File: src/rtl/xgmii_rx_framer_if.sv
// XGMII receive bus plus the framed word stream towards the l2switch ingress FIFO.
// The framer takes the master view; the FIFO side (or a testbench) takes the slave view.
interface xgmii_rx_framer_if;
  logic [63:0] xgmii_rxd;
  logic [7:0]  xgmii_rxc;
  logic        out_full;
  logic        out_valid;
  logic [63:0] out_data;
  logic [7:0]  out_be;
  logic        out_sof;
  logic        out_eof;
  logic        out_err;

  modport master (
    input  xgmii_rxd, xgmii_rxc, out_full,
    output out_valid, out_data, out_be, out_sof, out_eof, out_err
  );

  modport slave (
    output xgmii_rxd, xgmii_rxc, out_full,
    input  out_valid, out_data, out_be, out_sof, out_eof, out_err
  );
endinterface

File: src/rtl/xgmii_rx_framer.sv
// Per-port XGMII receive framer: finds /S/../T/ frames, strips preamble/SFD and emits
// tagged 64-bit words for the ingress FIFO, with frame/drop/error statistics.
module xgmii_rx_framer #(
  parameter int MIN_BYTES = 64,
  parameter int MAX_BYTES = 1518,
  parameter int CNT_W     = 32
) (
  input  logic             xgmii_rx_clk,
  input  logic             sys_rst_n,
  xgmii_rx_framer_if.master bus,
  output logic [CNT_W-1:0] frame_cnt,
  output logic [CNT_W-1:0] drop_cnt,
  output logic [CNT_W-1:0] err_cnt
);

  localparam logic [13:0] MIN_L   = 14'(MIN_BYTES);
  localparam logic [13:0] MAX_L   = 14'(MAX_BYTES);
  localparam logic [14:0] ABORT_L = 15'(MAX_BYTES + 8);

  typedef enum logic [1:0] {ST_IDLE, ST_DATA, ST_DROP} state_t;

  state_t      state, state_nx;
  logic [13:0] byte_cnt, cnt_nx;
  logic        sof_pend, sof_pend_nx;
  logic [63:0] hold_data;
  logic [7:0]  hold_be;
  logic        hold_valid;

  logic [63:0] rxd;
  logic [7:0]  rxc;
  logic        is_s0, pre_ok, has_e, any_t, t_first, abort;
  logic [2:0]  first_k;
  logic [14:0] sum_data, sum_t;

  logic        emit, emit_eof, emit_err;
  logic        hold_ld, hold_clr, start_chk, drop_inc;
  logic [7:0]  ld_be;
  logic        frame_inc, err_inc;

  assign rxd      = bus.xgmii_rxd;
  assign rxc      = bus.xgmii_rxc;
  assign is_s0    = rxc[0] && (rxd[7:0] == 8'hFB);
  assign pre_ok   = (rxc == 8'h01) && (rxd[63:8] == {8'hD5, 48'h5555_5555_5555});
  assign sum_data = {1'b0, byte_cnt} + 15'd8;
  assign sum_t    = {1'b0, byte_cnt} + {12'd0, first_k};
  assign abort    = (rxc == 8'h00) && (sum_data >= ABORT_L);

  // Lowest control lane decides whether a word terminates the frame cleanly.
  always_comb begin
    first_k = 3'd0;
    has_e   = 1'b0;
    any_t   = 1'b0;
    for (int k = 7; k >= 0; k--) begin
      if (rxc[k]) begin
        first_k = 3'(k);
        if (rxd[8*k +: 8] == 8'hFE) has_e = 1'b1;
        if (rxd[8*k +: 8] == 8'hFD) any_t = 1'b1;
      end
    end
    t_first = (|rxc) && (rxd[8*first_k +: 8] == 8'hFD);
  end

  always_ff @(posedge xgmii_rx_clk or negedge sys_rst_n) begin
    if (!sys_rst_n) begin
      state      <= ST_IDLE;
      byte_cnt   <= '0;
      sof_pend   <= 1'b0;
      hold_data  <= '0;
      hold_be    <= '0;
      hold_valid <= 1'b0;
    end else begin
      state    <= state_nx;
      byte_cnt <= cnt_nx;
      sof_pend <= sof_pend_nx;
      if (hold_ld) begin
        hold_data  <= rxd;
        hold_be    <= ld_be;
        hold_valid <= 1'b1;
      end else if (hold_clr) begin
        hold_valid <= 1'b0;
      end
    end
  end

  // A pending hold word in IDLE is the partial /T/ word of the frame that just ended.
  always_comb begin
    state_nx    = state;
    cnt_nx      = byte_cnt;
    sof_pend_nx = sof_pend;
    emit        = 1'b0;
    emit_eof    = 1'b0;
    emit_err    = 1'b0;
    hold_ld     = 1'b0;
    hold_clr    = 1'b0;
    ld_be       = 8'hFF;
    start_chk   = 1'b0;
    drop_inc    = 1'b0;
    case (state)
      ST_IDLE: begin
        if (hold_valid) begin
          emit     = 1'b1;
          emit_eof = 1'b1;
          hold_clr = 1'b1;
        end
        start_chk = 1'b1;
      end
      ST_DATA: begin
        if ((rxc == 8'h00) && !abort) begin
          emit    = hold_valid;
          hold_ld = 1'b1;
          cnt_nx  = sum_data[14] ? 14'h3FFF : sum_data[13:0];
        end else if (is_s0) begin
          emit      = hold_valid;
          emit_eof  = 1'b1;
          emit_err  = 1'b1;
          hold_clr  = 1'b1;
          state_nx  = ST_IDLE;
          start_chk = 1'b1;
        end else if ((rxc == 8'h00) || has_e || !t_first) begin
          emit     = hold_valid;
          emit_eof = 1'b1;
          emit_err = 1'b1;
          hold_clr = 1'b1;
          state_nx = ST_DROP;
        end else if (first_k == 3'd0) begin
          emit     = hold_valid;
          emit_eof = 1'b1;
          hold_clr = 1'b1;
          state_nx = ST_IDLE;
        end else begin
          emit     = hold_valid;
          hold_ld  = 1'b1;
          ld_be    = (8'd1 << first_k) - 8'd1;
          cnt_nx   = sum_t[14] ? 14'h3FFF : sum_t[13:0];
          state_nx = ST_IDLE;
        end
      end
      ST_DROP: begin
        if (any_t || (rxc == 8'hFF)) state_nx = ST_IDLE;
      end
      default: state_nx = ST_IDLE;
    endcase

    if (emit) sof_pend_nx = 1'b0;
    if (emit && emit_eof && !emit_err && ((byte_cnt < MIN_L) || (byte_cnt > MAX_L)))
      emit_err = 1'b1;

    if (start_chk && is_s0) begin
      if (pre_ok && !bus.out_full) begin
        state_nx    = ST_DATA;
        cnt_nx      = '0;
        sof_pend_nx = 1'b1;
      end else begin
        state_nx = ST_DROP;
        drop_inc = 1'b1;
      end
    end
  end

  assign frame_inc = emit && emit_eof && !emit_err;
  assign err_inc   = emit && emit_eof && emit_err;

  always_ff @(posedge xgmii_rx_clk or negedge sys_rst_n) begin
    if (!sys_rst_n) begin
      bus.out_valid <= 1'b0;
      bus.out_data  <= '0;
      bus.out_be    <= '0;
      bus.out_sof   <= 1'b0;
      bus.out_eof   <= 1'b0;
      bus.out_err   <= 1'b0;
      frame_cnt     <= '0;
      drop_cnt      <= '0;
      err_cnt       <= '0;
    end else begin
      bus.out_valid <= emit;
      bus.out_data  <= emit ? hold_data : '0;
      bus.out_be    <= emit ? hold_be : '0;
      bus.out_sof   <= emit && sof_pend;
      bus.out_eof   <= emit && emit_eof;
      bus.out_err   <= emit && emit_err;
      if (frame_inc) frame_cnt <= frame_cnt + 1'b1;
      if (drop_inc)  drop_cnt  <= drop_cnt + 1'b1;
      if (err_inc)   err_cnt   <= err_cnt + 1'b1;
    end
  end

endmodule

File: src/flat_wrapper.sv
// flat-port wrapper written by rule: the top's interface ports become plain ports
module xgmii_rx_framer_flat 
#(
  parameter int MIN_BYTES = 64,
  parameter int MAX_BYTES = 1518,
  parameter int CNT_W     = 32
)
  (xgmii_rx_clk, sys_rst_n, frame_cnt, drop_cnt, err_cnt, bus_xgmii_rxd, bus_xgmii_rxc, bus_out_full, bus_out_valid, bus_out_data, bus_out_be, bus_out_sof, bus_out_eof, bus_out_err);
  xgmii_rx_framer_if bus_i ();
  input  logic xgmii_rx_clk;
  input  logic sys_rst_n;
  output logic [CNT_W-1:0] frame_cnt;
  output logic [CNT_W-1:0] drop_cnt;
  output logic [CNT_W-1:0] err_cnt;
  input wire logic [$bits(bus_i.xgmii_rxd)-1:0] bus_xgmii_rxd;
  input wire logic [$bits(bus_i.xgmii_rxc)-1:0] bus_xgmii_rxc;
  input wire logic [$bits(bus_i.out_full)-1:0] bus_out_full;
  output wire logic [$bits(bus_i.out_valid)-1:0] bus_out_valid;
  output wire logic [$bits(bus_i.out_data)-1:0] bus_out_data;
  output wire logic [$bits(bus_i.out_be)-1:0] bus_out_be;
  output wire logic [$bits(bus_i.out_sof)-1:0] bus_out_sof;
  output wire logic [$bits(bus_i.out_eof)-1:0] bus_out_eof;
  output wire logic [$bits(bus_i.out_err)-1:0] bus_out_err;
  assign bus_i.xgmii_rxd = bus_xgmii_rxd;
  assign bus_i.xgmii_rxc = bus_xgmii_rxc;
  assign bus_i.out_full = bus_out_full;
  assign bus_out_valid = bus_i.out_valid;
  assign bus_out_data = bus_i.out_data;
  assign bus_out_be = bus_i.out_be;
  assign bus_out_sof = bus_i.out_sof;
  assign bus_out_eof = bus_i.out_eof;
  assign bus_out_err = bus_i.out_err;
  xgmii_rx_framer #(.MIN_BYTES(MIN_BYTES), .MAX_BYTES(MAX_BYTES), .CNT_W(CNT_W)) u_core (.xgmii_rx_clk(xgmii_rx_clk), .sys_rst_n(sys_rst_n), .bus(bus_i), .frame_cnt(frame_cnt), .drop_cnt(drop_cnt), .err_cnt(err_cnt));
endmodule
File: config.mk
export PLATFORM = sky130hd
export DESIGN_NAME = xgmii_rx_framer_flat
export DESIGN_NICKNAME = d
export VERILOG_FILES = /design/src/rtl/xgmii_rx_framer_if.sv /design/src/rtl/xgmii_rx_framer.sv /design/src/flat_wrapper.sv
export SDC_FILE = /design/constraint.sdc
export NUM_CORES = 1
export LEC_CHECK = 0
export BUFFER_PORTS_ARGS = -buffer_cell sky130_fd_sc_hd__clkbuf_2
export CELL_PAD_IN_SITES_DETAIL_PLACEMENT = 1
export CELL_PAD_IN_SITES_GLOBAL_PLACEMENT = 1
export CORE_ASPECT_RATIO = 1.2
export CORE_MARGIN = 2
export CORE_UTILIZATION = 30
export CTS_CLUSTER_DIAMETER = 120
export DETAILED_ROUTE_END_ITERATION = 7
export PLACE_DENSITY = 0.6
export SYNTH_ARGS = -nofsm -noshare
export SYNTH_HDL_FRONTEND = slang
export SYNTH_SLANG_ARGS = --single-unit
File: constraint.sdc
create_clock -name xgmii_rx_clk -period 7.42 [get_ports xgmii_rx_clk]
set_clock_uncertainty 0.1 [all_clocks]
set_input_delay 0.371 -clock xgmii_rx_clk [delete_from_list [all_inputs] [get_ports xgmii_rx_clk]]
set_output_delay 0.371 -clock xgmii_rx_clk [all_outputs]
set_load 0.01 [all_outputs]
## Yosys cells after proc, flatten, opt, wreduce, memory -nomap -nowiden

Cells that the tools add are included.

| storage, ports and cells | value |
|---|---|
| bits in registers | 262 |
| bits of input ports | 75 |
| output and inout port bits | 172 |

| cells by class | value |
|---|---|
| add/sub/neg operators | 6 |
| order comparisons | 3 |
| eq/ne operators | 26 |
| shift-type cells | 2 |
| muxes and demuxes | 90 |
| reductions and logical operators | 29 |

Operators by type and width:

| cell | number |
|---|---|
| == test 8 bit (second input constant) | 19 |
| 2-to-1 mux 14 bit | 9 |
| adder 32 x 1 -> 32 bit (second input constant) | 3 |
| 2-to-1 mux 64 bit | 1 |
| indexed part select 64 x 7 -> 8 bit | 1 |
| == test 56 bit (second input constant) | 1 |
| 2-to-1 mux 1 bit | 56 |
| 2-to-1 mux 8 bit | 6 |
| 2-to-1 mux 3 bit | 8 |
| adder 14 x 3 -> 15 bit | 1 |
| adder 14 x 4 -> 15 bit (second input constant) | 1 |
| greater-or-equal comparator 15 x 11 -> 1 bit (second input constant) | 1 |
| greater-than comparator 14 x 11 -> 1 bit (second input constant) | 1 |
| logical AND 1 bit | 14 |
| less-than comparator 14 x 7 -> 1 bit (second input constant) | 1 |
| 2-to-1 mux 2 bit | 6 |
| == test 8 x 1 -> 1 bit (second input constant) | 1 |
| logical NOT 8 bit | 1 |
| OR reduction 8 bit | 1 |
| left shift 1 x 3 -> 8 bit (first input constant) | 1 |
| subtractor 8 x 1 -> 8 bit (second input constant) | 1 |
| one-hot mux 1 bit (2 select lines) | 3 |
| one-hot mux 2 bit (3 select lines) | 1 |
| logical NOT 1 bit | 5 |
| other kinds (10) | 13 |

## Logic depth before layout (Yosys ltp)

| logic depth | value |
|---|---|
| depth after elaboration | 29 |
| gate-level depth with buffers | 16 |
| depth with buffers taken out | 14 |

## Worst setup path after synthesis

OpenSTA, ideal clock, no wires.

| timing path | value |
|---|---|
| path kind | input -> register |
| start | input bus_xgmii_rxc[3] |
| end | register u_core.byte_cnt[3] |
| arrival | 3.075 ns |
| path slack | 4.167 ns |
| cell stages on the path | 16 |
| path through | buf_2 > inv_1 > a221oi_2 > nor2_1 > nor2_1 > ha_1 > inv_1 > fa_1 > inv_1 > a21o_1 > nand2_1 > or3_1 > clkbuf_1 > a2111oi_0 > a31oi_1 > a21oi_1 |

| on the way | value |
|---|---|
| cells in the longest elaborated chain, start to end | 15 |
| elaborated cells between the ends (all ways) | 38 |
| those cells by class | add/sub: 1; eq/ne: 2; shift: 1; mux: 21; reduce/logical: 13 |

Ends and longest elaborated chain:

| what | RTL line | source |
|---|---|---|
| from (decl) | flat_wrapper.sv:16 | `input wire logic [$bits(bus_i.xgmii_rxc)-1:0] bus_xgmii_rxc;` |
| 2-to-1 mux 3 bit or 2-to-1 mux 1 bit (tied branches) | xgmii_rx_framer.sv:54 | `if (rxc[k]) begin` |
| 2-to-1 mux 3 bit or 2-to-1 mux 1 bit (tied branches) | xgmii_rx_framer.sv:54, xgmii_rx_framer.sv:56 |  |
| 2-to-1 mux 3 bit or 2-to-1 mux 1 bit (tied branches) | xgmii_rx_framer.sv:54 |  |
| 2-to-1 mux 3 bit or 2-to-1 mux 1 bit (tied branches) | xgmii_rx_framer.sv:54, xgmii_rx_framer.sv:56 |  |
| indexed part select 64 x 7 -> 8 bit or 2-to-1 mux 1 bit (tied branches) | xgmii_rx_framer.sv:60, xgmii_rx_framer.sv:54 |  |
| == test 8 bit or 2-to-1 mux 1 bit (tied branches) | xgmii_rx_framer.sv:60, xgmii_rx_framer.sv:56 |  |
| logical AND 1 bit or 2-to-1 mux 1 bit (tied branches) | xgmii_rx_framer.sv:60, xgmii_rx_framer.sv:54 |  |
| logical NOT 1 bit or logical OR 1 bit (tied branches) | xgmii_rx_framer.sv:119 | `end else if ((rxc == 8'h00) \|\| has_e \|\| !t_first) begin` |
| logical OR 1 bit | xgmii_rx_framer.sv:119 |  |
| 2-to-1 mux 14 bit | xgmii_rx_framer.sv:119 |  |
| 2-to-1 mux 14 bit | xgmii_rx_framer.sv:112 | `end else if (is_s0) begin` |
| 2-to-1 mux 14 bit | xgmii_rx_framer.sv:108 | `if ((rxc == 8'h00) && !abort) begin` |
| 2-to-1 mux 14 bit | xgmii_rx_framer.sv:98 | `case (state)` |
| 2-to-1 mux 14 bit | xgmii_rx_framer.sv:149 | `if (pre_ok && !bus.out_full) begin` |
| 2-to-1 mux 14 bit (*) | xgmii_rx_framer.sv:148 | `if (start_chk && is_s0) begin` |
| named net u_core.cnt_nx[3] | xgmii_rx_framer.sv:23 | `logic [13:0] byte_cnt, cnt_nx;` |
| to (signal assigned) | xgmii_rx_framer.sv:73 | `byte_cnt <= cnt_nx;` |
| to (decl) | xgmii_rx_framer.sv:23 |  |

Mark *: on every way through the listed nets, which the timed path passes. The rest lies on a longest branch.
A chain may end at the register's enable or synchronous reset.

## Final worst setup path

| timing path | value |
|---|---|
| start | register u_core.byte_cnt[3] |
| end | register u_core.hold_data[54] |

| on the way | value |
|---|---|
| cells in the longest elaborated chain, start to end | 7 |

Ends and longest elaborated chain:

| what | RTL line | source |
|---|---|---|
| adder 14 x 4 -> 15 bit | xgmii_rx_framer.sv:44 | `assign sum_data = {1'b0, byte_cnt} + 15'd8;` |
| greater-or-equal comparator 15 x 11 -> 1 bit | xgmii_rx_framer.sv:46 | `assign abort = (rxc == 8'h00) && (sum_data >= ABORT_L);` |
| logical AND 1 bit | xgmii_rx_framer.sv:46 |  |
| logical NOT 1 bit | xgmii_rx_framer.sv:108 |  |
| logical AND 1 bit | xgmii_rx_framer.sv:108 |  |
| 2-to-1 mux 1 bit | xgmii_rx_framer.sv:108 |  |
| 2-to-1 mux 1 bit | xgmii_rx_framer.sv:98 |  |
| to (signal assigned) | xgmii_rx_framer.sv:76 | `hold_data <= rxd;` |
| to (decl) | xgmii_rx_framer.sv:25 | `logic [63:0] hold_data;` |

No other way between the ends.

==> results.yml <==
run_status:
  status: "finished clean"
worst_setup_path:
  arrival_ps: 4340
  end_kind: "flop"
  crit_slowest_cell: "nand2_4"
  path_depth: 9
  ff2ff_path_depth: 9
  cp_max_fo: 70
  crit_type: "reg -> reg"
  slowest_delay_ps: 720
  required_ps: 7760
  cp_top_family: "simple AND/OR/NAND/NOR gates"
  critPathBufInv: 0
  crit_top_cell: "nand2_1"
  crit_chain: "ha_1 -> nand2_1 -> nor3_1 -> nor2_1 -> o221ai_1 -> nand2b_1 -> nand2_1 -> nand2_4 -> mux2_2"
  critPathLaunchType: "flop"
yosys:
  synth_ff_type: "dfrtp_1"
  synth_seq_area_share_pct: 55.0
  muxShareOfSynthArea_pct: 6.24
  synth_nets: 1158
  synthesis.area_um2: 11900
  async_reset_ff_share_pct: 100
  synth_top_family_by_area: "simple AND/OR/NAND/NOR gates"
  yosysTopAreaCellShare_pct: 55.0
  yosys-top-cells-area: "dfrtp_1, mux2_2, xor2_1"
  synth-adder-area-share_pct: 1.11
  synth_edf_count: 0
  synth_top_area_cell: "dfrtp_1"
  synth-compound-area-share_pct: 4.65
  ys_ff_latch: 262
  synthSimpleGateAreaFrac_pct: 22.5
  postSynthCellCount: 1073
  synth_cell_types: 65
  postSynthAreaPerCell_um2: 11.1
  yosysWarnings: 0
  synth-xor-area-share_pct: 7.28
timing:
  fin_crit_ps: 4000
  hold_slack_ps: 26.8
  rsz0062_at_grt: "no"
  fin_crit_sh_pct: 53.9
  worstMarginPinSlew_ps: 1170
  postLayoutSetupSlackWorst_ps: 3420
  slew_headroom_pct: 21.8
  fmax_mhz: 250
  finalMaxSlewViolations: 0
  setup-tns-final_ps: 0
  hold_viol_final: 0
  setup_viol: 0
clock_tree:
  cts.sinks: 262
  htree_num_levels: 1
  post_cts_resized: 0
  post_cts_buffers: 0
  insertion_delay_ps: 550
  numCtsBuffers: 30
  cts_root_buf: "clkbuf_16"
  hold_buffers: 44
  cts_tree: "yes"
  path_clk_slew_ps: 60
  cts_max_path_buffers: 3
global_routing:
  grt.overflow.total: 0
  grt_pass1_wl_um: 57500
  grt_pass1_vias: 9925
  grt_max_degree: 178
  antenna_found_initial: 1
  grt_usage_pct: 17.6
placed_design:
  dp_slack_ps: 3320
  gp_congestion: 0.831
  hpwl_um: 25900
  placed_cell_area_um2: 13700
  port_buffers: 246
cells_and_area:
  finish.net_count: 1437
  syn2layout_area_growth_pct: 26.5
  n_fill_cell: 4419
  utilization_pct: 38.7
  final_layout_size_suffix_gt1_share_pct: 28.7
  final_common_cell: "dfrtp_1"
  design_area_um2: 15100
  layout_common_cells: "dfrtp_1, clkbuf_2, and2_1"
route:
  routed_wl_um: 36400
  drc: 0
  firstDrtPassIters: 4
  wl_per_cell_um: 19.2
  ant_nets: 0
  vias_per_cell: 4.96
  num_vias: 9441
  drtIter0Drc: 412
floorplan:
  initial_utilization_pct: 30.6
  die_area_um2: 41300
  core_um2: 38900
  io_pins: 247
  fp.dieH_um: 222
  dieWidth_um: 186
  rows: 79
worst_hold_path:
  hp-class: "in -> reg"
  min_path_cells: 2
pwr:
  total_leakage_power_nw: 7.25
  p_per_area_nw_per_um2: 210
  peakVddDrop_mv: 0.164
job:
  maxCapViolations: 0
## where the power goes
group / internal (W) / switching [W] / leakage, nW
registers: 0.00146 / 0.0000452 / 3.46
clock network: 0.000833 / 0.000605 / 0.471
logic: 0.0000870 / 0.000128 / 3.32
total: 0.00238 / 0.000779 / 7.25
## final cells by class
type                       count  area, um^2  share of cell area (%)
clock buffer                  44         855                    5.67
inverter                      40         150                   0.996
clock inverter                11        93.8                   0.623
sequential                   262        6560                    43.5
multi-input combinational    719        5000                    33.1
timing repair buffer         299        1760                    11.7
tap                          526         658                    4.37
antenna                        1        2.50                  0.0166
## Yosys cell counts, types with 3 or more instances
cell type    n
a211oi_1     5
a21o_1       3
a21oi_1     14
a22oi_1      3
a31oi_1      7
and2_1      72
and3_1      20
and4_1       9
buf_2       18
clkbuf_1    31
dfrtp_1    262
ha_1         9
inv_1       39
mux2_2      66
nand2_1     66
nand2b_1     9
nand3_1     47
nand4_1     35
nor2_1      50
nor2b_1      3
nor3_1      67
nor4_1      35
nor4_2      11
nor4b_1      8
o211ai_1     3
o21ai_0     10
o21bai_1     3
o31ai_1      6
or2_2        5
or3_1        4
or3b_2       4
or4_1        6
xnor2_1     33
xor2_1      66
## kinds of logic (layout without fill, tap and decap cells)
family | after synthesis | in the layout
AO/OA/AOI/OAI | 78 | 78
XOR/XNOR | 99 | 99
adder cells (fa/ha/maj) | 10 | 10
buffers and inverters | 92 | 394
flip-flops | 262 | 262
multiplexers | 66 | 66
other | 0 | 1
AND/OR/NAND/NOR | 466 | 466
## worst paths after layout
path / start / slack (ps) / endpoint
worst min-delay path: bus_xgmii_rxd[56] / 30 / u_core.hold_data[56]$_DFFE_PN0P_
min in group asynchronous: sys_rst_n / 290 / u_core.hold_data[36]$_DFFE_PN0P_
worst max register to register: u_core.byte_cnt[3]$_DFF_PN0_ / 3420 / u_core.hold_data[54]$_DFFE_PN0P_
worst min register to register: u_core.err_cnt[31]$_DFFE_PN0P_ / 360 / u_core.err_cnt[31]$_DFFE_PN0P_
worst max-delay path: u_core.byte_cnt[3]$_DFF_PN0_ / 3420 / u_core.hold_data[54]$_DFFE_PN0P_
max in group asynchronous: sys_rst_n / 5380 / u_core.drop_cnt[11]$_DFFE_PN0P_
## routing by layer
layer | global-route usage (%) | vias to the layer above | wire [um]
met5 | 0 | - | 0
met1 | 21.9 | 4810 | 15100
met3 | 2.95 | 56 | 1820
met4 | 5.54 | 0 | 958
met2 | 30.7 | 218 | 18600
li1 | - | 4357 | -
## worst register-to-register path: stages (launching register included)
cell	delay [ps]
dfrtp_1	560
ha_1	300
nand2_1	200
nor3_1	490
nor2_1	80
o221ai_1	210
nand2b_1	510
nand2_1	190
nand2_4	720
mux2_2	520
## flip-flops by register name (all words and copies together) (netlist names)
register,cells
u_core.hold_valid,1
u_core.bus.out_sof,1
u_core.frame_cnt,32
u_core.sof_pend,1
u_core.hold_be,8
u_core.bus.out_be,8
u_core.bus.out_valid,1
u_core.bus.out_data,64
u_core.drop_cnt,32
u_core.hold_data,64
u_core.bus.out_eof,1
u_core.err_cnt,32
u_core.byte_cnt,14
u_core.bus.out_err,1
u_core.state,2
## through the flow
step / power (W) / std cells
floorplan: 0.00161 / 1073
global placement: 0.00173 / 1802
detailed placement: 0.00174 / 1802
CTS: 0.00322 / 1901
global route: 0.00331 / 1902
finish: 0.00316 / 1902
Power figures use the tool's default switching activity.
